[config.mk]
export PLATFORM = sky130hd
export DESIGN_NAME = debug_clock_stepper
export DESIGN_NICKNAME = d
export VERILOG_FILES = /design/src/rtl/debug_clock_stepper.sv
export SDC_FILE = /design/constraint.sdc
export NUM_CORES = 1
export LEC_CHECK = 0
export BUFFER_PORTS_ARGS = -buffer_cell sky130_fd_sc_hd__buf_4
export CORE_UTILIZATION = 58
export CTS_BUF_LIST = sky130_fd_sc_hd__clkbuf_16
export DETAILED_ROUTE_END_ITERATION = 8
export HOLD_SLACK_MARGIN = 0.15
export PLACE_DENSITY = 0.86
export SETUP_SLACK_MARGIN = 0.2
export SLEW_MARGIN = 15
export SYNTH_ARGS = -nofsm -noshare
export SYNTH_HDL_FRONTEND = slang
export SYNTH_SLANG_ARGS = --single-unit
[constraint.sdc]
create_clock -name IN_50Mhz -period 3.2 [get_ports IN_50Mhz]
set_input_delay 0.48 -clock IN_50Mhz [delete_from_list [all_inputs] [get_ports IN_50Mhz]]
set_output_delay 0.48 -clock IN_50Mhz [all_outputs]
set_load 0.03 [all_outputs]
[src/rtl/debug_clock_stepper.sv]
`default_nettype none
// ============================================================================
// Module      : debug_clock_stepper
// Description : Debug core-clock generator. Free-runs at a programmable
//               half-period, single-steps one full period per debounced
//               button press, or halts low. Exports a rising-edge tick,
//               a busy flag and a rising-edge counter.
// Revision    : 1.0 - initial release
// ============================================================================
module debug_clock_stepper #(
    parameter int COUNTER_WIDTH  = 18,
    parameter int DEBOUNCE_WIDTH = 20,
    parameter int CYCLE_WIDTH    = 16
) (
    input  logic                     IN_50Mhz,
    input  logic                     RESET,
    input  logic [1:0]               MODE,
    input  logic [COUNTER_WIDTH-1:0] DIVISOR,
    input  logic                     STEP_BUTTON,
    output logic                     OUT_CLK,
    output logic                     OUT_TICK,
    output logic                     BUSY,
    output logic [CYCLE_WIDTH-1:0]   CYCLE_COUNT
);

    localparam logic [1:0] c_IDLE      = 2'd0;
    localparam logic [1:0] c_HIGH      = 2'd1;
    localparam logic [1:0] c_LOW       = 2'd2;
    localparam logic [1:0] c_MODE_RUN  = 2'b01;
    localparam logic [1:0] c_MODE_STEP = 2'b10;

    localparam logic [COUNTER_WIDTH-1:0]  c_CNT_ONE = {{(COUNTER_WIDTH-1){1'b0}}, 1'b1};
    localparam logic [DEBOUNCE_WIDTH-1:0] c_DEB_ONE = {{(DEBOUNCE_WIDTH-1){1'b0}}, 1'b1};
    localparam logic [CYCLE_WIDTH-1:0]    c_CYC_ONE = {{(CYCLE_WIDTH-1){1'b0}}, 1'b1};

    logic                      r_sync1;
    logic                      r_sync2;
    logic                      r_deb;
    logic                      r_deb_d;
    logic [DEBOUNCE_WIDTH-1:0] r_deb_cnt;
    logic                      r_step_req;

    logic [1:0]                r_state;
    logic [COUNTER_WIDTH-1:0]  r_counter;
    logic [COUNTER_WIDTH-1:0]  r_div;
    logic                      r_out_clk;
    logic                      r_out_tick;
    logic [CYCLE_WIDTH-1:0]    r_cycle_count;

    logic                      w_idle_start;
    logic                      w_phase_done;

    // A step request only counts when it lands in IDLE with step mode selected;
    // anywhere else it is simply dropped.
    assign w_idle_start = (MODE == c_MODE_RUN) || ((MODE == c_MODE_STEP) && r_step_req);
    assign w_phase_done = (r_counter == r_div);

    // Two-flop synchroniser for the raw asynchronous button.
    always_ff @(posedge IN_50Mhz or posedge RESET) begin
        if (RESET) begin
            r_sync1 <= 1'b0;
            r_sync2 <= 1'b0;
        end else begin
            r_sync1 <= STEP_BUTTON;
            r_sync2 <= r_sync1;
        end
    end

    // Debouncer: the level flips only after 2^DEBOUNCE_WIDTH consecutive differing cycles.
    always_ff @(posedge IN_50Mhz or posedge RESET) begin
        if (RESET) begin
            r_deb     <= 1'b0;
            r_deb_cnt <= '0;
        end else if (r_sync2 == r_deb) begin
            r_deb_cnt <= '0;
        end else if (&r_deb_cnt) begin
            r_deb     <= r_sync2;
            r_deb_cnt <= '0;
        end else begin
            r_deb_cnt <= r_deb_cnt + c_DEB_ONE;
        end
    end

    // One-cycle step request on each debounced rising edge.
    always_ff @(posedge IN_50Mhz or posedge RESET) begin
        if (RESET) begin
            r_deb_d    <= 1'b0;
            r_step_req <= 1'b0;
        end else begin
            r_deb_d    <= r_deb;
            r_step_req <= r_deb & ~r_deb_d;
        end
    end

    // Clock FSM: phases always run to completion so the output never produces runts.
    always_ff @(posedge IN_50Mhz or posedge RESET) begin
        if (RESET) begin
            r_state       <= c_IDLE;
            r_counter     <= '0;
            r_div         <= '0;
            r_out_clk     <= 1'b0;
            r_out_tick    <= 1'b0;
            r_cycle_count <= '0;
        end else begin
            r_out_tick <= 1'b0;
            case (r_state)
                c_IDLE: begin
                    r_counter <= '0;
                    r_out_clk <= 1'b0;
                    if (w_idle_start) begin
                        r_state       <= c_HIGH;
                        r_div         <= DIVISOR;
                        r_out_clk     <= 1'b1;
                        r_out_tick    <= 1'b1;
                        r_cycle_count <= r_cycle_count + c_CYC_ONE;
                    end
                end
                c_HIGH: begin
                    if (w_phase_done) begin
                        r_state   <= c_LOW;
                        r_counter <= '0;
                        r_out_clk <= 1'b0;
                        r_div     <= DIVISOR;
                    end else begin
                        r_counter <= r_counter + c_CNT_ONE;
                    end
                end
                c_LOW: begin
                    if (w_phase_done) begin
                        r_counter <= '0;
                        if (MODE == c_MODE_RUN) begin
                            r_state       <= c_HIGH;
                            r_div         <= DIVISOR;
                            r_out_clk     <= 1'b1;
                            r_out_tick    <= 1'b1;
                            r_cycle_count <= r_cycle_count + c_CYC_ONE;
                        end else begin
                            r_state <= c_IDLE;
                        end
                    end else begin
                        r_counter <= r_counter + c_CNT_ONE;
                    end
                end
                default: begin
                    r_state   <= c_IDLE;
                    r_counter <= '0;
                    r_out_clk <= 1'b0;
                end
            endcase
        end
    end

    assign OUT_CLK     = r_out_clk;
    assign OUT_TICK    = r_out_tick;
    assign BUSY        = (r_state != c_IDLE);
    assign CYCLE_COUNT = r_cycle_count;

endmodule
`default_nettype wire

After elaboration in Yosys (flattened, before gate mapping)
Index checks and enable logic that the tools add are counted.
{"block": "op_classes", "n_bitwise": 3, "muxes": 26, "n_addsub": 3, "n_eq_ne": 10, "reduce_logical": 13}
{"operator": "$mux 18", "count": 6}
{"operator": "$pmux 18 s3", "count": 1}
{"operator": "$mux 16", "count": 3}
{"operator": "$mux 20", "count": 2}
{"operator": "$pmux 16 s2", "count": 1}
{"operator": "$reduce_and 21->1", "count": 1}
{"operator": "$add 20x1->20 const B", "count": 1}
{"operator": "$reduce_and 20->1", "count": 1}
{"operator": "$add 18x1->18 const B", "count": 1}
{"operator": "$eq 18x18->1", "count": 1}
{"operator": "$add 16x1->16 const B", "count": 1}
{"operator": "$ne 2x2->1 const B", "count": 4}
{"operator": "$mux 1", "count": 7}
{"operator": "$mux 2", "count": 3}
{"operator": "$pmux 2 s3", "count": 1}
{"operator": "$reduce_and 3->1", "count": 2}
{"operator": "$reduce_and 5->1", "count": 1}
{"operator": "$eq 2x1->1 const B", "count": 2}
{"operator": "$eq 2x2->1 const B", "count": 2}
{"operator": "$reduce_and 4->1", "count": 1}
{"operator": "$reduce_bool 2->1", "count": 2}
{"operator": "$pmux 1 s3", "count": 1}
{"operator": "$reduce_bool 3->1", "count": 1}
{"operator": "$logic_not 2->1", "count": 1}
{"operator": "7 further kinds", "count": 8}
{"block": "word_totals", "wordCells": 67, "register_bits": 81}

Logic depth before layout (Yosys ltp)
{"block": "depth", "ltp_word": 5, "depth_mapped": 8}

Least setup slack after synthesis
Ideal clock, no wire load.
{"block": "synth_timing", "path_kind": "reg-to-reg", "start": "reg r_state[0]", "end": "reg r_div[0]", "t_arrival_ns": 2.216, "path_buffers": 1, "setup_time_ns": 0.125, "stages_incl_launch_ff": 9, "setup_slack_ns": 0.859, "path_cell_list": "dfrtp_1 -> inv_1 -> ha_1 -> inv_1 -> or3_1 -> inv_1 -> a2111oi_4 -> buf_6 -> mux2_2"}
{"block": "synth_between", "elab_chain_len": 3, "elab_cells_between_ends": 10, "cone_classes": "6 x eq/ne; 1 x mux; 3 x reduce/logical"}
{"element": "from (decl)", "line": "43", "source": "logic [1:0] r_state;"}
{"element": "from (signal assigned)", "line": "98", "source": "r_state <= c_IDLE;"}
{"element": "from (signal assigned)", "line": "111", "source": "r_state <= c_HIGH;"}
{"element": "from (signal assigned)", "line": "120", "source": "r_state <= c_LOW;"}
{"element": "$eq 2x1->1, or another cell as far along", "line": "106", "source": "case (r_state)"}
{"element": "$ne 2x2->1 (no source line) / $reduce_bool 3->1 (equally long branches)"}
{"element": "$reduce_and 5->1 (no source line)"}
{"element": "to (signal assigned)", "line": "100", "source": "r_div <= '0;"}
{"element": "to (signal assigned)", "line": "112", "source": "r_div <= DIVISOR;"}
{"element": "to (signal assigned)", "line": "123", "source": "r_div <= DIVISOR;"}
{"element": "to (decl)", "line": "45", "source": "logic [COUNTER_WIDTH-1:0] r_div;"}
Several ways; a longest one is shown, not always the timed one.
A chain may end at the register's enable or synchronous reset.

Final worst setup path
{"block": "layout_timing", "start": "reg r_counter[0]", "end": "reg r_div[3]"}
{"block": "layout_between", "elab_chain_len": 3, "elab_cells_between_ends": 4, "cone_classes": "3 x eq/ne; 1 x reduce/logical"}
{"element": "from (decl)", "line": "44", "source": "logic [COUNTER_WIDTH-1:0] r_counter;"}
{"element": "from (signal assigned)", "line": "125", "source": "r_counter <= r_counter + c_CNT_ONE;"}
{"element": "from (signal assigned)", "line": "141", "source": "r_counter <= r_counter + c_CNT_ONE;"}
{"element": "$eq 18x18->1 (*)", "line": "56", "source": "assign w_phase_done = (r_counter == r_div);"}
{"element": "$ne 2x2->1 (no source line)"}
{"element": "$reduce_and 5->1 (no source line) (*)"}
Every way passes the cells marked *; elsewhere a longest branch is shown, timed or not.

==> flow_summary.toml <==
[sta]
tightest_slew_ns = 0.997
max_freq_mhz = 404
layout_setup_ws_ns = 0.724
slew_headroom_pct = 33.6
setup_viol = 0
period_share_pct = 77.4
fin_skew_ns = 0.00778
setup-tns-final_ns = 0
rsz0062_at_grt = "no"
hold_viol = 0
min_period_ns = 2.48
maxSlewViolCount = 0

[placed_design]
io_buffers = 41
hpwl_um = 4620
place.gp.congestion = 0.783
post-place-ws_ns = 0.848

[layout]
drive_above_1_share_pct = 20.9
final_util_pct = 71.0
fillCellCount = 439
nets = 419
synthToLayoutAreaGrowth_pct = 18.6
antenna_cells = 0
layout_commonest_cell = "dfrtp_1"
mostFrequentLayoutCells = "81 x dfrtp_1, 45 x buf_4, 44 x nor2_1"

[floorplan]
fp.dieH_um = 83.0
rows = 29
fp.coreArea_um2 = 6350
dieArea_um2 = 6880
ioPinCount = 42
dieWidth_um = 83.0
start_util_pct = 59.9

[cts]
post_cts_buffers = 0
cts_resized = 0
holdBufCountCts = 0
ctsHtreeMaxLevel = 3
clk_pin_slew_ns = 0.06
cts_tree = "yes"
clock-sinks = 81
clk_latency_ns = 0.34
cts-root-buf = "clkbuf_16"
cts_buffer_depth = 2
numCtsBuffers = 9

[detailed_routing]
drc = 0
via_count = 2657
viasPerCell = 5.65
drt-initial-drc-count = 136
dr.pass1.iters = 4
wl_um = 7360
postRouteAntennaNets = 0
drt-wirelength-per-cell_um = 15.7

[worst_setup_path]
cp_cell_sequence = "xnor2_1, nand4_1, nor3_4, nand2_4, a2111oi_4, buf_4, mux2_2"
cp.arrival_ns = 2.69
startpoint_type = "flop"
crit_start = "r_counter[0]$_DFF_PP0_"
rr_startpoint = "r_counter[0]$_DFF_PP0_"
worstSetupEndpointType = "flop"
required_ns = 3.42
cp_slowest_cell = "dfrtp_1"
path_class = "flop to flop"
cpPeakStageDelay_ns = 0.46
path_max_fanout = 18
r2r_setup_slack_ns = 0.72

[global_route]
grt_overflow = 0
track_usage_pct = 22.9
grt_pass1_wl_um = 12300
grt_max_degree = 82
grt_pass1_vias = 2660
antenna_found_initial = 0

[run_status]
status = "finished clean"

[synth]
syn_area_per_cell_um2 = 11.2
yosysTopAreaCell = "dfrtp_1"
syn_inst = 338
synthTopCellsByArea = "dfrtp_1 53%, xor2_1 8.8%, xnor2_1 6.9%"
synth_cell_types = 33
yosys_warnings = 0
syn_area_um2 = 3800
synth_top_area_share_pct = 53.3
ys_seq_area_share_pct = 53.3
syn_nets = 368
ys_ff_latch = 81

[power_and_ir_drop]
total_power_mw = 3.32
peakVddDrop_v = 0.000533
leakagePower_nw = 2.13
power_density_nw_per_um2 = 737

[flow_run]
drv_cap = 0

[hold_path]
min_from = "STEP_BUTTON"
hp-class = "input pin to flop"
-- critical path, delay by kind of cell, from the launching register on --
family / cells / cell delay, ns
compound gates: 1 / 0.33
xor+xnor: 1 / 0.21
buf+inv: 1 / 0.33
flops: 1 / 0.46
mux: 1 / 0.40
simple gates: 3 / 0.62
-- routing by layer --
| layer | global-route usage (%) | vias up | share of wire [%] |
|---|---|---|---|
| met5 | 0 | - | 0 |
| met4 | 14.7 | 0 | 3.5 |
| met3 | 4.37 | 20 | 2.6 |
| met2 | 38.5 | 48 | 51 |
| met1 | 27.1 | 1333 | 43 |
| li1 | - | 1256 | - |
-- cell type report --
type                            count  area [um^2]  share of cell area (%)
Timing Repair Buffer               45          338                    7.49
Tap cell                           77         96.3                    2.14
Multi-Input combinational cell    241         1710                    37.8
Clock inverter                      6         76.3                    1.69
Inverter                           11         41.3                   0.916
Sequential cell                    81         2030                    45.0
Clock buffer                        9          225                    4.99
-- stage by stage --
stage,hold WS (ns),instance area [um^2],instances
after floorplan,0.331,3800,338
after global placement,0.335,4210,455
after detailed placement,0.339,4210,455
after CTS,0.244,4510,470
after global routing,0.247,4510,470
final,0.250,4510,470
-- logic make-up after synthesis --
group / Yosys count / share of synthesized area [%]
xor gates and xnor gates: 68 / 15.7
AOI/OAI and AO/OA: 12 / 2.50
and+or+nand+nor: 133 / 18.2
DFF: 81 / 53.3
buffers and inverters: 16 / 1.81
adders and majority gates: 7 / 2.30
muxes: 21 / 6.22
-- cells in the mapped netlist --
library cell  count
xnor2_1          30
buf_6             1
nand4_1          12
o211ai_1          1
and4_1            8
nor2_1           44
nor4b_1           3
nor4_1            4
clkbuf_1          3
and3b_1           1
or3_1             1
a21oi_1           3
o21ai_0           2
o21bai_1          1
nor2b_1           2
and3_1            6
nand2b_1          1
clkbuf_2          1
xor2_1           38
a31oi_1           3
nor3b_1           2
a2111oi_4         1
nor3_1            6
and2_1            2
inv_1            11
nor3_4            1
ha_1              7
a211o_1           1
nand3_1          21
mux2_2           21
nand2_1          18
nand2_4           1
dfrtp_1          81
-- state kept, by name (all words and copies together) (netlist names) --
name and count:
CYCLE_COUNT 16, OUT_CLK 1, OUT_TICK 1, r_counter 18, r_deb 1, r_deb_cnt 20, r_deb_d 1, r_div 18
r_state 2, r_step_req 1, r_sync1 1, r_sync2 1
-- worst paths after layout --
| check | endpoint | cells past startpoint |
|---|---|---|
| hold / removal | r_sync1$_DFF_PP0_ | 1 |
| setup / recovery | r_div[3]$_DFFE_PP0P_ | 7 |
| setup reg to reg | r_div[3]$_DFFE_PP0P_ | 7 |
| hold reg to reg | r_sync2$_DFF_PP0_ | 0 |
| min in group asynchronous | CYCLE_COUNT[15]$_DFFE_PP0P_ | 3 |
| max in group asynchronous | r_div[14]$_DFFE_PP0P_ | 3 |
-- where the power goes --
part	total (mW)	internal (mW)	switching (mW)
clock	1.06	0.669	0.394
sequential	1.38	1.21	0.171
combinational	0.880	0.428	0.452
total	3.32	2.31	1.02
(Power assumes the default switching activity.)
